[src/rtl/rf_arb_pkg.sv]
// Shared types and constants for the register file access arbiter.
package rf_arb_pkg;

   localparam int REG_AW = 5;
   localparam int XLEN   = 32;

   localparam logic [REG_AW-1:0] REG_X0 = 5'd0;

   // Port ids double as bit positions in the request/grant vectors.
   localparam logic PORT_CORE = 1'b0;
   localparam logic PORT_DBG  = 1'b1;

   typedef enum logic [1:0] {
      IDLE,
      ACCESS,
      WAIT,
      RESP
   } state_t;

   // One accepted request, held for the whole access.
   typedef struct packed {
      logic              we;
      logic [REG_AW-1:0] addr;
      logic [XLEN-1:0]   wdata;
      logic              port;
   } req_t;

endpackage

[src/rtl/rr_arb2.sv]
// Two-input round-robin arbiter. The grant is combinational from the
// requests; the last-served port only moves when the owner signals a
// completed handshake via advance.
module rr_arb2
   import rf_arb_pkg::*;
#(
   parameter int CORE_FIRST = 1
) (
   input  logic       clk,
   input  logic       rst,
   input  logic [1:0] req,
   input  logic       advance,
   output logic [1:0] gnt
);

   // Pretend the other port was served last so the preferred one wins first.
   localparam logic LAST_RST = (CORE_FIRST != 0) ? PORT_DBG : PORT_CORE;

   logic last_grant;

   // Pick the lone requester, or the port not served last when both ask.
   // NOTE: every always_comb output gets a default first so no latch is inferred.
   always_comb begin
      gnt = req;
      if (&req) begin
         gnt = (last_grant == PORT_CORE) ? 2'b10 : 2'b01;
      end
   end

   // Remember who was served, only on an actual handshake.
   // NOTE: sequential state uses non-blocking assignments so all flops update together.
   always_ff @(posedge clk) begin
      if (rst) begin
         last_grant <= LAST_RST;
      end else if (advance && (|gnt)) begin
         last_grant <= gnt[PORT_DBG];
      end
   end

endmodule

[src/rtl/rf_access_arbiter.sv]
// Shares the single register file access port between the core sequencer
// and the debug loader: one request at a time, round-robin, one access
// cycle, read latency wait, then a one-cycle response to the winner.
// Register x0 is hardwired to zero.
module rf_access_arbiter
   import rf_arb_pkg::*;
#(
   parameter int RD_LATENCY = 1,
   parameter int CORE_FIRST = 1
) (
   input  logic              clk,
   input  logic              rst,

   input  logic              core_req_valid,
   output logic              core_req_ready,
   input  logic              core_req_we,
   input  logic [REG_AW-1:0] core_req_addr,
   input  logic [XLEN-1:0]   core_req_wdata,
   output logic              core_rsp_valid,

   input  logic              dbg_req_valid,
   output logic              dbg_req_ready,
   input  logic              dbg_req_we,
   input  logic [REG_AW-1:0] dbg_req_addr,
   input  logic [XLEN-1:0]   dbg_req_wdata,
   output logic              dbg_rsp_valid,

   output logic [XLEN-1:0]   rsp_rdata,

   output logic              rf_we,
   output logic              rf_re,
   output logic [REG_AW-1:0] rf_addr,
   output logic [XLEN-1:0]   rf_wdata,
   input  logic [XLEN-1:0]   rf_rdata
);

   // Enough to count RD_LATENCY-1 for latencies up to 4.
   localparam int CNT_W = 2;

   state_t            state;
   req_t              lat;
   req_t              sel_req;
   logic [CNT_W-1:0]  wait_cnt;
   logic [XLEN-1:0]   rsp_q;
   logic              arb_en;
   logic [1:0]        arb_req;
   logic [1:0]        gnt;
   logic              handshake;

   // Requests are only visible to the arbiter in IDLE and outside reset.
   assign arb_en    = (state == IDLE) && !rst;
   assign arb_req   = {dbg_req_valid, core_req_valid} & {2{arb_en}};
   assign handshake = |gnt;

   rr_arb2 #(
      .CORE_FIRST (CORE_FIRST)
   ) u_arb (
      .clk     (clk),
      .rst     (rst),
      .req     (arb_req),
      .advance (arb_en),
      .gnt     (gnt)
   );

   assign core_req_ready = gnt[PORT_CORE];
   assign dbg_req_ready  = gnt[PORT_DBG];

   // Mux the winning port's payload for the request latch.
   always_comb begin
      sel_req = '{we: core_req_we, addr: core_req_addr,
                  wdata: core_req_wdata, port: PORT_CORE};
      if (gnt[PORT_DBG]) begin
         sel_req = '{we: dbg_req_we, addr: dbg_req_addr,
                     wdata: dbg_req_wdata, port: PORT_DBG};
      end
   end

   // Capture the accepted request; it is only consumed outside IDLE.
   // NOTE: this payload register has no reset; state gates every use of it.
   always_ff @(posedge clk) begin
      if (handshake) begin
         lat <= sel_req;
      end
   end

   // Access sequencer: accept, drive one access cycle, wait out the read
   // latency, then hold the response for one cycle.
   always_ff @(posedge clk) begin
      if (rst) begin
         state    <= IDLE;
         wait_cnt <= '0;
         rsp_q    <= '0;
      end else begin
         case (state)
            IDLE: begin
               if (handshake) begin
                  state <= ACCESS;
               end
            end
            ACCESS: begin
               if (lat.we) begin
                  rsp_q <= '0;
                  state <= RESP;
               end else begin
                  wait_cnt <= CNT_W'(RD_LATENCY - 1);
                  state    <= WAIT;
               end
            end
            WAIT: begin
               if (wait_cnt == '0) begin
                  rsp_q <= (lat.addr == REG_X0) ? '0 : rf_rdata;
                  state <= RESP;
               end else begin
                  wait_cnt <= wait_cnt - CNT_W'(1);
               end
            end
            RESP: begin
               state <= IDLE;
            end
            default: begin
               state <= IDLE;
            end
         endcase
      end
   end

   // Register file strobes decoded from state and the latched request;
   // x0 accesses never reach the register file.
   always_comb begin
      rf_we    = 1'b0;
      rf_re    = 1'b0;
      rf_addr  = '0;
      rf_wdata = '0;
      if (state == ACCESS) begin
         rf_addr = lat.addr;
         if (lat.we) begin
            rf_we    = (lat.addr != REG_X0);
            rf_wdata = lat.wdata;
         end else begin
            rf_re = (lat.addr != REG_X0);
         end
      end
   end

   assign core_rsp_valid = (state == RESP) && (lat.port == PORT_CORE);
   assign dbg_rsp_valid  = (state == RESP) && (lat.port == PORT_DBG);
   assign rsp_rdata      = rsp_q;

endmodule

[config.mk]
export PLATFORM = sky130hd
export DESIGN_NAME = rf_access_arbiter
export DESIGN_NICKNAME = d
export VERILOG_FILES = /design/src/rtl/rf_arb_pkg.sv /design/src/rtl/rr_arb2.sv /design/src/rtl/rf_access_arbiter.sv
export SDC_FILE = /design/constraint.sdc
export NUM_CORES = 1
export LEC_CHECK = 0
export BUFFER_PORTS_ARGS = -buffer_cell sky130_fd_sc_hd__buf_4
export CAP_MARGIN = 0
export CELL_PAD_IN_SITES_DETAIL_PLACEMENT = 1
export CELL_PAD_IN_SITES_GLOBAL_PLACEMENT = 1
export CORE_MARGIN = 2
export CORE_UTILIZATION = 31
export CTS_CLUSTER_SIZE = 40
export DETAILED_ROUTE_END_ITERATION = 12
export GPL_TIMING_DRIVEN = 0
export PLACE_DENSITY_LB_ADDON = 0.1
export SLEW_MARGIN = 15
export SYNTH_ARGS = -nofsm -noshare
export SYNTH_HDL_FRONTEND = slang
export SYNTH_HIERARCHICAL = 1
export SYNTH_SLANG_ARGS = --single-unit
[constraint.sdc]
create_clock -name clk -period 2.9 [get_ports clk]
set_input_delay 0.29 -clock clk [delete_from_list [all_inputs] [get_ports clk]]
set_output_delay 0.29 -clock clk [all_outputs]
set_load 0.02 [all_outputs]
# Word-level counts from Yosys, hierarchy flattened
# Index checks and enable logic that the tools add are counted.
[totals]
in_bits = 112
regBits = 76
elab_cells = 55
output_inout_bits = 75
[op_classes]
muxes = 21
n_eq_ne = 8
bitwise_logic = 2
addsub = 1
n_reduce_logical = 15
[ops]
columns = ["cell", "count"]
rows = [
  ["$mux W32", 5],
  ["$pmux W32 S2", 1],
  ["$mux W39", 1],
  ["$mux W2", 6],
  ["$ne A2 B2 Y1 const B", 5],
  ["$pmux W2 S4", 1],
  ["$reduce_and A3 Y1", 2],
  ["$logic_not A5 Y1", 1],
  ["$mux W1", 5],
  ["$mux W5", 1],
  ["$reduce_bool A5 Y1", 1],
  ["$eq A2 B2 Y1 const B", 2],
  ["$logic_and A1 B1 Y1", 4],
  ["$logic_not A2 Y1", 2],
  ["$pmux W2 S2", 1],
  ["$reduce_and A2 Y1", 2],
  ["$and A2 B2 Y2", 1],
  ["$eq A2 B1 Y1 const B", 1],
  ["$reduce_bool A2 Y1", 1],
  ["$reduce_or A2 Y1", 1],
  ["$sub A2 B1 Y2 const B", 1],
  ["$logic_not A1 Y1", 1],
  ["$not A1 Y1", 1],
]

# Logic depth before layout (Yosys ltp)
# Gate-level depths: netlist (run 1).
[depth]
ltp_word = 8
depth_mapped = 9
mapped_depth_nobuf = 8

# Cells and area by module
# Netlist (run 1), hierarchy kept.
[modules_own_cells]
columns = ["module", "instances", "cells_each", "seq_area_each_um2", "area_per_inst_um2"]
rows = [
  ["rf_access_arbiter", 1, 293, 1891.8, 3679.8],
  ["rr_arb2", 1, 7, 20.0, 61.3],
]

# Worst setup path after synthesis (run 1)
# OpenSTA, ideal clock, no wires.
[synth_timing]
path_type = "register -> register"
start = "register state[0]"
end = "register lat[0] (netlist name), enable pin"
path_slack_ns = -0.225
required_ns = 2.521
stages_incl_launch_ff = 8
path_buffers = 1
setup_ns = 0.379
synth_period_minus_slack_ns = 3.125
t_arrival_ns = 2.746
cell_sequence = "dfxtp_1 > inv_1 > ha_1 > nor2b_1 > and2_1 > a21boi_0 > buf_1 > or2_2"
[synth_between]
elab_chain_cells = 6
[synth_rtl]
columns = ["item", "line_no", "source"]
rows = [
  ["start, declared", "rf_access_arbiter.sv:40", "state_t state;"],
  ["start signal, assigned", "rf_access_arbiter.sv:90", "state <= IDLE;"],
  ["start signal, assigned", "rf_access_arbiter.sv:97", "state <= ACCESS;"],
  ["start signal, assigned", "rf_access_arbiter.sv:103", "state <= RESP;"],
  ["$logic_not A2 Y1 (*)", "rf_access_arbiter.sv:51", "assign arb_en = (state == IDLE) && !rst;"],
  ["$logic_and A1 B1 Y1 (*)", "rf_access_arbiter.sv:51", ""],
  ["via arb_en", "rf_access_arbiter.sv:45", "logic arb_en;"],
  ["$and A2 B2 Y2 (*)", "rf_access_arbiter.sv:52", "assign arb_req = {dbg_req_valid, core_req_valid} & {2{arb_en}};"],
  ["via arb_req[1]", "rf_access_arbiter.sv:46", "logic [1:0] arb_req;"],
  ["$reduce_and A2 Y1", "rr_arb2.sv:25", "if (&req) begin"],
  ["$mux W2 (*)", "rr_arb2.sv:25", ""],
  ["via dbg_req_ready", "rf_access_arbiter.sv:22", "output logic dbg_req_ready,"],
  ["$reduce_or A2 Y1 (*)", "rf_access_arbiter.sv:53", "assign handshake = |gnt;"],
  ["via handshake", "rf_access_arbiter.sv:48", "logic handshake;"],
  ["end signal, assigned", "rf_access_arbiter.sv:82", "lat <= sel_req;"],
  ["end, declared", "rf_access_arbiter.sv:41", "req_t lat;"],
]
# The timed path passes the listed nets; every way through them passes the cells marked *.
# A chain may end at the register's enable or synchronous reset.

==> impl_metrics.json, run 1 <==
{
  "outcome": "completed",
  "largest_fanout_on_the_critical_path": 10,
  "path_depth": 7,
  "grtUsageMet1": 0.2019,
  "synth.cell_area_um2": 3741,
  "nets": 616,
  "timing.max_cap.violations": 0,
  "distinct_cells_synth": 38,
  "critical_path.cell_chain": "inv_1 > ha_1 > nor2b_1 > and2_1 > a21boi_2 > buf_1 > mux2_2",
  "hpwlAfterDp_um": 8047,
  "clk_path_buf_depth": 2,
  "vdd_ir_drop_max_uv": 287.6,
  "hold_buf_cts": 0,
  "dominantRegCellSynth": "edfxtp_1",
  "yosysWarnings": 6,
  "clock-skew-final_ns": 0.002867,
  "synth_seq_area_share": 0.5110,
  "starting_density_of_the_core": 0.3141,
  "place_congestion": 0.7361,
  "core_area_um2": 11910,
  "area.growth.synth_to_final_pct": 50.17,
  "cts_setup_buffers": 0,
  "worst_hold_path.num_cells": 2,
  "critical_path.slowest_cell": "buf_1",
  "cts_buffers": 9,
  "critical_path_buf_inv_count": 2,
  "vias_per_cell": 4.972,
  "first_pass_grt_wire_length_um": 17090,
  "ys_ff_latch": 76,
  "use_met3": 0.08130,
  "clock_sink_count": 76,
  "grt_antenna_before_repair": 0,
  "worstSetupStartpointType": "flip-flop",
  "critical_path.top_delay_family": "buffers and inverters",
  "synth_top_area_cell": "edfxtp_1",
  "layout-drive-gt1-share": 0.5268,
  "dr.pass1.iters": 4,
  "reg2reg_slack_ns": 0.30,
  "design.die.area_um2": 12960,
  "critical_path.reg2reg.startpoint": "state[0]",
  "unrepaired_setup_endpoints_after_global_routing": "false",
  "synth-async-reset-ratio": 0,
  "crit_path_max_incr_delay_ns": 0.45,
  "fin_crit_ns": 2.597,
  "hp-class": "input pin to flip-flop",
  "clock-root-buffer": "clkbuf_16",
  "worst-endpoint-required_ns": 2.98,
  "number_of_nets_with_antenna_violations_after_detailed_routing": 0,
  "holdCritStartpoint": "rst",
  "drt_first_iter_violations": 140,
  "syn-num-nets": 418,
  "placement_rows": 40,
  "worst_pin_slew_ns": 0.5588,
  "buffer_ports.inserted": 186,
  "globalRoute.busiestLayer": "met2",
  "detail_route.wl_per_cell_um": 16.64,
  "via_count": 3232,
  "power_density_nw_per_um2": 755.8,
  "timing.rr.end": "lat[27]",
  "grt_pass1_vias": 3377,
  "postSynthCellCount": 300,
  "grt_remaining_overflow": 0,
  "min_to": "u_arb/last_grant",
  "antennaDiodeCount": 0,
  "finalSetupViolations": 0,
  "drt-total-wl_um": 10810,
  "maximum_number_of_pins_on_one_net_before_global_route_repair": 21,
  "floorplan.die.height_um": 113.9,
  "slew_headroom": 0.6241,
  "yosys.cell_count.top_type": "edfxtp_1",
  "utilization": 0.4716,
  "htree_levels": 3,
  "crit_path_end_kind": "flip-flop",
  "min_period_over_period": 0.8956,
  "insertion_delay_ns": 0.34,
  "worst-setup-path-type": "flip-flop to flip-flop",
  "post-place-ws_ns": -0.5781,
  "report.final.slew_viol_count": 0,
  "netlist_top_cells_area": "edfxtp_1, dfxtp_1, mux2_2",
  "syn_area_per_cell_um2": 12.47,
  "length_in_cells_of_the_worst_reg_to_reg_path": 7,
  "worstPathArrival_ns": 2.68,
  "tritoncts": "built",
  "timing_hold_violations_final": 0,
  "worst_slack_ns": 0.3027,
  "route.detailed.drc": 0,
  "gr-usage-met2": 0.2754,
  "die_w_um": 113.9,
  "fin_hold_ws_ns": 0.1675,
  "achievable-frequency_ghz": 0.3850,
  "io_pins": 187,
  "synth-edff-count": 39,
  "grt_overall_usage": 0.1706,
  "synth_commonest_cells": "edfxtp_1, mux2_2, dfxtp_1",
  "clk_transition_reported_paths_ns": 0.06,
  "static-leakage-power_uw": 0.002414,
  "netlist.area_leader.share": 0.3130
}
## worst max-delay path by stage
stage	from	to
floorplan	state[0]	lat[0]
global placement	rst	lat[6]
detailed placement	rst	lat[11]
CTS	state[0]	lat[5]
global route	state[1]	lat[28]
finish	state[0]	lat[27]
## layout make-up
| cell class | count | area, um2 |
|---|---|---|
| fill | 1307 | 6294 |
| clock inverter | 2 | 35.03 |
| buffer | 30 | 176.4 |
| sequential | 76 | 1912 |
| tap | 147 | 183.9 |
| clock buffer | 14 | 244.0 |
| inverter | 5 | 18.77 |
| timing repair buffer | 186 | 1396 |
| multi-input combinational | 190 | 1652 |
## report_power, final
| part | leakage [uW] | internal [uW] | switching [uW] |
|---|---|---|---|
| sequential | 0.000667 | 1370 | 64.4 |
| combinational | 0.00161 | 731 | 993 |
| clock | 0.000135 | 667 | 422 |
| total | 0.00241 | 2770 | 1480 |
## cell usage in the layout (no fill, tap or decap), drive strengths merged, types with 2 or more instances in the layout
master and instances:
a21boi 2, a21oi 6, and2 10, and3 33, buf 203, clkbuf 27, dfxtp 37, edfxtp 39
ha 6, inv 5, mux2 39, nand2b 2, nand4b 32, nor2 4, nor2b 5, nor3b 2
o21ai 4, o21bai 2, o2bb2ai 31, or2 2
## flip-flops by register name (all words and copies together), names as in the netlist
name,count
u_arb/last_grant,1
wait_cnt,2
rsp_rdata,32
state,2
lat,39
## metal layers
metal | vias up | part of all wire
li1 | 1550 | -
met5 | - | 0
met1 | 1532 | 0.41
met2 | 138 | 0.46
met3 | 12 | 0.11
met4 | 0 | 0.013
## stage by stage
step / std cells / power [uW] / cell area [um2] / setup TNS [ns]
detailed placement: 633 / 3189 / 5321 / -22.49
global route: 650 / 4526 / 5618 / 0
CTS: 650 / 4325 / 5613 / 0
floorplan: 300 / 2540 / 3741 / 0
global placement: 633 / 3160 / 5321 / -20.07
finish: 650 / 4246 / 5618 / 0
## repair_timing
item | in CTS | in global routing
gates cloned | 1 | 0
setup endpoints to repair | 39 | 72
pin swaps | 1 | 0
gates resized for setup | 3 | 2
## worst register-to-register path: stages (launching register included)
cell and delay [ns]:
dfxtp_1 0.33, inv_1 0.14, ha_1 0.20, nor2b_1 0.27, and2_1 0.22, a21boi_2 0.34
buf_1 0.45, mux2_2 0.41
## logic make-up (layout without fill, tap and decap cells)
logic type,after synthesis,after routing,synth area share
and+or+nand+nor,94,95,0.1789
DFF,76,76,0.5110
AOI/OAI and AO/OA,50,50,0.1201
muxes,39,39,0.1184
buffers and inverters,35,237,0.05150
adders and majority gates,6,6,0.02007
No activity file was read; power rests on OpenSTA's default activity.
==> inputs of run 2 (changes only) <==
Settings changed: ABC_AREA from default to 1, CORE_UTILIZATION 31 to 29.
==> run 2 against run 1 <==
Synthesized area increased by 13%. Total power decreased by 5.4%. Via count increased by 31%. Synthesized cell count increased by 98%. Worst hold slack improved by 0.0029 ns. Critical path type unchanged. Critical endpoint is now lat[1]. Largest cell class unchanged. Largest power group unchanged.
==> impl_metrics.json, run 2 <==
{
  "postSynthCellCount": 593,
  "syn-num-nets": 711,
  "starting_density_of_the_core": 0.2942,
  "worstPathArrival_ns": 2.56,
  "worst_pin_slew_ns": 0.5473,
  "synth-edff-count": 39,
  "grt_pass1_vias": 4531,
  "route.detailed.drc": 0,
  "dominantRegCellSynth": "edfxtp_1",
  "vdd_ir_drop_max_uv": 298.2,
  "regMostFlops": "lat",
  "yosysWarnings": 6,
  "clock-root-buffer": "clkbuf_16",
  "post-place-ws_ns": -0.09286,
  "drt_first_iter_violations": 107,
  "crit_path_end_kind": "flip-flop",
  "buffer_ports.inserted": 186,
  "unrepaired_setup_endpoints_after_global_routing": "false",
  "min_period_over_period": 0.9069,
  "hpwlAfterDp_um": 10040,
  "placement_rows": 44,
  "clk_path_buf_depth": 2,
  "synth.cell_area_um2": 4243,
  "timing_hold_violations_final": 0,
  "synth-async-reset-ratio": 0,
  "worst_slack_ns": 0.2699,
  "dr.pass1.iters": 4,
  "htree_levels": 3,
  "largest_fanout_on_the_critical_path": 20,
  "yosys.cell_count.top_type": "nand2_1",
  "layout.cells.most_common_list": "buf_4, nand2_1, nor2_1",
  "worst-setup-path-type": "flip-flop to flip-flop",
  "via_count": 4242,
  "outcome": "completed",
  "place_congestion": 0.7609,
  "number_of_nets_with_antenna_violations_after_detailed_routing": 0,
  "timing.max_cap.violations": 0,
  "grt_overall_usage": 0.1645,
  "die_w_um": 125.0,
  "syn_area_per_cell_um2": 7.155,
  "tritoncts": "built",
  "antennaDiodeCount": 0,
  "netlist_top_cells_area": "edfxtp_1, dfxtp_1, nand2_1",
  "grt_antenna_before_repair": 0,
  "io_pins": 187,
  "distinct_cells_synth": 24,
  "hp-class": "input pin to flip-flop",
  "synth_seq_area_share": 0.4506,
  "design.die.area_um2": 15610,
  "layout.cell_area.non_filler_um2": 6150,
  "achievable-frequency_ghz": 0.3802,
  "cts_buffers": 9,
  "worst-endpoint-required_ns": 2.83,
  "slew_headroom": 0.6351,
  "power_density_nw_per_um2": 653.4,
  "finalSetupViolations": 0,
  "floorplan.die.height_um": 125.0,
  "synth_top_area_cell": "edfxtp_1",
  "largest_register_ff_count": 39,
  "first_pass_grt_wire_length_um": 20980,
  "grt_remaining_overflow": 0,
  "static-leakage-power_uw": 0.003384,
  "clk_transition_reported_paths_ns": 0.06,
  "detail_route.wl_per_cell_um": 13.12,
  "nets": 909,
  "drt-total-wl_um": 12860,
  "synth_commonest_cells": "nand2_1, nor2_1, inv_1",
  "final.fill_count": 1822,
  "fin_crit_ns": 2.630,
  "vias_per_cell": 4.329,
  "maximum_number_of_pins_on_one_net_before_global_route_repair": 40,
  "placed_cell_area_um2": 5873,
  "ys_ff_latch": 76,
  "insertion_delay_ns": 0.33,
  "core_area_um2": 14420,
  "final_common_cell": "buf_4",
  "area.growth.synth_to_final_pct": 44.94,
  "netlist.area_leader.share": 0.2760,
  "layout-drive-gt1-share": 0.2940,
  "clock-skew-final_ns": 0.006755,
  "worstSetupStartpointType": "flip-flop",
  "clock_sink_count": 76,
  "report.final.slew_viol_count": 0
}
==> run 2: changes by cell type after synthesis, sizes merged, moves of 32 or more <==
cell	previous run	this run
a21boi	2	34
nand2	0	170
nor2	4	135
nand4b	32	0
nand3	1	35
mux2	39	0
inv	5	90
==> run 2: cell type report <==
type,count,area (um2),area share
plain buffers,36,234.0,0.03805
clock buffers,10,239.0,0.03886
clock inverters,6,30.03,0.004883
inverters,90,341.6,0.05554
multi-input cells,391,1759,0.2861
flip-flops and latches,76,1912,0.3109
well taps,184,230.2,0.03744
repair buffers,186,1396,0.2271
repair inverters,1,7.507,0.001221
==> run 2: final timing paths <==
check,start,endpoint,slack [ns],depth (start not counted)
worst max-delay path,state[0],lat[1],0.27,6
worst min-delay path,rst,u_arb/last_grant,0.17,3
worst max register to register,state[0],lat[1],0.27,6
worst min register to register,wait_cnt[0],wait_cnt[0],0.47,2
==> run 2: worst max-delay path, cell delays in order (launching register included) <==
cell        delay [ns]
dfxtp_1           0.40
inv_1             0.11
ha_1              0.25
and3_1            0.20
a21boi_1          0.21
nor2_1            0.48
clkinvlp_4        0.57
==> run 2: power by group <==
group          internal (uW)  leakage, uW  switching [uW]
clock network            593     0.000142             426
registers               1380     0.000668            76.1
logic                    587      0.00257             955
==> run 2: logic make-up after synthesis <==
kind of cell             count (synthesis)  share of synthesized area
AO/OA/AOI/OAI                           40                    0.06724
adder cells (fa/ha/maj)                  6                    0.01769
buffers and inverters                  126                     0.1348
flip-flops                              76                     0.4506
AND/OR/NAND/NOR                        345                     0.3297
==> run 2: per-layer routing <==
metal | up-vias | part of all wire | global-route usage
met5 | - | 0 | 0
met4 | 0 | 0.016 | 0.05490
met3 | 14 | 0.085 | 0.05819
met2 | 127 | 0.49 | 0.2999
met1 | 1914 | 0.40 | 0.1773
li1 | 2187 | - | -
==> run 2: stage by stage <==
stage	hold WS, ns	power, uW	util	instances	TNS, ns
2_1_floorplan	0.3979	2451	-	593	0
5_1_grt	0.1719	4313	0.4264	980	0
3_5_place_dp	0.4651	3045	0.4072	963	-3.550
3_3_place_gp	0.4496	3001	0.4072	963	-3.656
6_report	0.1704	4018	0.4264	980	0
4_1_cts	0.1584	4086	0.4258	979	0
==> run 2: what timing repair did <==
action,in CTS,in global routing
setup buffers,0,0
hold buffers,0,0
setup endpoints to repair,0,43
gates resized for setup,0,2
==> inputs of run 3 (changes only) <==
--- a/config.mk
+++ b/config.mk
@@ -7,3 +7,2 @@
 export LEC_CHECK = 0
-export ABC_AREA = 1
 export BUFFER_PORTS_ARGS = -buffer_cell sky130_fd_sc_hd__buf_4
@@ -13,3 +12,3 @@
 export CORE_MARGIN = 2
-export CORE_UTILIZATION = 29
+export CORE_UTILIZATION = 37
 export CTS_CLUSTER_SIZE = 40
==> constraint.sdc (replaced) <==
create_clock -name clk -period 3.1 [get_ports clk]
set_input_delay 0.31 -clock clk [delete_from_list [all_inputs] [get_ports clk]]
set_output_delay 0.31 -clock clk [all_outputs]
set_load 0.05 [all_outputs]
==> run 3 against run 2 <==
Cell count shrank 35%. Combinational power is 25% higher. Sequential share of layout area increased by 3.8 points. Sequential power decreased by 8%. Largest cell class unchanged.
==> impl_metrics.json, run 3 (synthesis gave the netlist of run 1 again) <==
{
  "use_met3": 0.07174,
  "vias_per_cell": 5.101,
  "detail_route.wl_per_cell_um": 17.60,
  "cts_setup_buffers": 0,
  "starting_density_of_the_core": 0.3827,
  "drt_first_iter_violations": 105,
  "final_cell_count_no_fill": 636,
  "tritoncts": "built",
  "outcome": "completed",
  "final_common_cell": "buf_4",
  "hp-class": "input pin to flip-flop",
  "worst-setup-path-type": "flip-flop to flip-flop",
  "first_pass_grt_wire_length_um": 17860,
  "globalRoute.busiestLayer": "met2",
  "achievable-frequency_ghz": 0.3700,
  "largest_fanout_on_the_critical_path": 19,
  "slew_headroom": 0.5957,
  "totalNegativeSetupSlack_ns": 0,
  "gr-usage-met2": 0.3665,
  "grt_pass1_vias": 3515,
  "io_pins": 187,
  "worstPathArrival_ns": 2.70,
  "clk_path_buf_depth": 2,
  "nets": 616,
  "crit_path_end_kind": "flip-flop",
  "dr.pass1.iters": 4,
  "clock-skew-final_ns": 0.006451,
  "placement_rows": 36,
  "clock_sink_count": 76,
  "unrepaired_setup_endpoints_after_global_routing": "false",
  "post-place-cells": 619,
  "grt_overall_usage": 0.2058,
  "finalSetupViolations": 0,
  "grtUsageMet1": 0.2274,
  "layout-drive-gt1-share": 0.5268,
  "worst-endpoint-required_ns": 3.10,
  "layout.cells.most_common_list": "buf_4, edfxtp_1, mux2_2",
  "vdd_ir_drop_max_uv": 261.7,
  "htree_levels": 3,
  "area.growth.synth_to_final_pct": 46.49,
  "regMostFlops": "lat",
  "maximum_number_of_pins_on_one_net_before_global_route_repair": 40,
  "worstSetupStartpointType": "flip-flop",
  "design.die.area_um2": 10930,
  "timing.max_cap.violations": 0,
  "clock-root-buffer": "clkbuf_8",
  "timing_hold_violations_final": 0,
  "number_of_nets_with_antenna_violations_after_detailed_routing": 0,
  "hpwlAfterDp_um": 8472,
  "cts_buffers": 9,
  "static-leakage-power_uw": 0.002361,
  "place_congestion": 0.7251,
  "final.fill_count": 1106,
  "core_area_um2": 9774,
  "largest_register_ff_count": 39,
  "floorplan.die.height_um": 104.6,
  "clk_transition_reported_paths_ns": 0.07,
  "grt_antenna_before_repair": 0,
  "buffer_ports.inserted": 186,
  "insertion_delay_ns": 0.35,
  "hold_buf_cts": 0,
  "via_count": 3244,
  "die_w_um": 104.6,
  "grt_remaining_overflow": 0,
  "worst_pin_slew_ns": 0.6052,
  "drt-total-wl_um": 11190,
  "power_density_nw_per_um2": 719.2,
  "route.detailed.drc": 0,
  "min_period_over_period": 0.8718,
  "fin_crit_ns": 2.702,
  "report.final.slew_viol_count": 0,
  "antennaDiodeCount": 0
}
run 3: metal layers:
metal | wire length (um) | up-vias
li1 | - | 1551
met1 | 4374 | 1566
met2 | 5765 | 117
met3 | 925 | 10
met4 | 128 | 0
met5 | 0 | -
run 3: critical path, stage by stage, from the launching register on:
cell	delay, ns
dfxtp_1	0.33
inv_1	0.15
ha_1	0.21
nor2b_1	0.25
and2_1	0.21
a21boi_2	0.37
clkbuf_2	0.34
or2_2	0.48
run 3: what timing repair did:
action	CTS	global route
pin swaps	0	1
endpoints found under the setup margin	39	39
gates cloned	0	1
resized for setup	1	1
run 3: worst paths after layout:
path                 from          endpoint  slack, ns  cells after the start
max reg2reg      state[0]            lat[7]       0.40                      7
min                   rst  u_arb/last_grant       0.19                      2
min reg2reg  rsp_rdata[4]      rsp_rdata[4]       0.47                      1
max              state[0]            lat[7]       0.40                      7
run 3: final cells by class:
type                    instances  area, um2  area share
well taps                     133      166.4     0.03037
plain buffers                  30      175.2     0.03196
flip-flops and latches         76       1912      0.3489
inverters                       5      18.77    0.003425
repair buffers                186       1396      0.2548
multi-input cells             190       1649      0.3009
clock buffers                  14      152.6     0.02785
clock inverters                 2      10.01    0.001826
run 3: power breakdown:
group	total (uW)	internal [uW]	leakage [uW]	switching, uW
clock	666	312	0.0000844	354
sequential	1340	1280	0.000667	62.5
combinational	1930	687	0.00161	1250
run 3: per-stage QoR:
step / hold WS, ns / utilization / instance area [um2] / power (uW) / setup slack (ns)
finish: 0.1935 / 0.5607 / 5480 / 3941 / 0.3975
global route: 0.1850 / 0.5607 / 5480 / 4163 / 0.1701
CTS: 0.1730 / 0.5599 / 5473 / 3979 / 0.07414
detailed placement: 0.4493 / 0.5430 / 5308 / 3308 / -0.1796
global placement: 0.4464 / 0.5430 / 5308 / 3249 / -0.1358
floorplan: 0.4203 / - / 3745 / 2686 / 0.1669
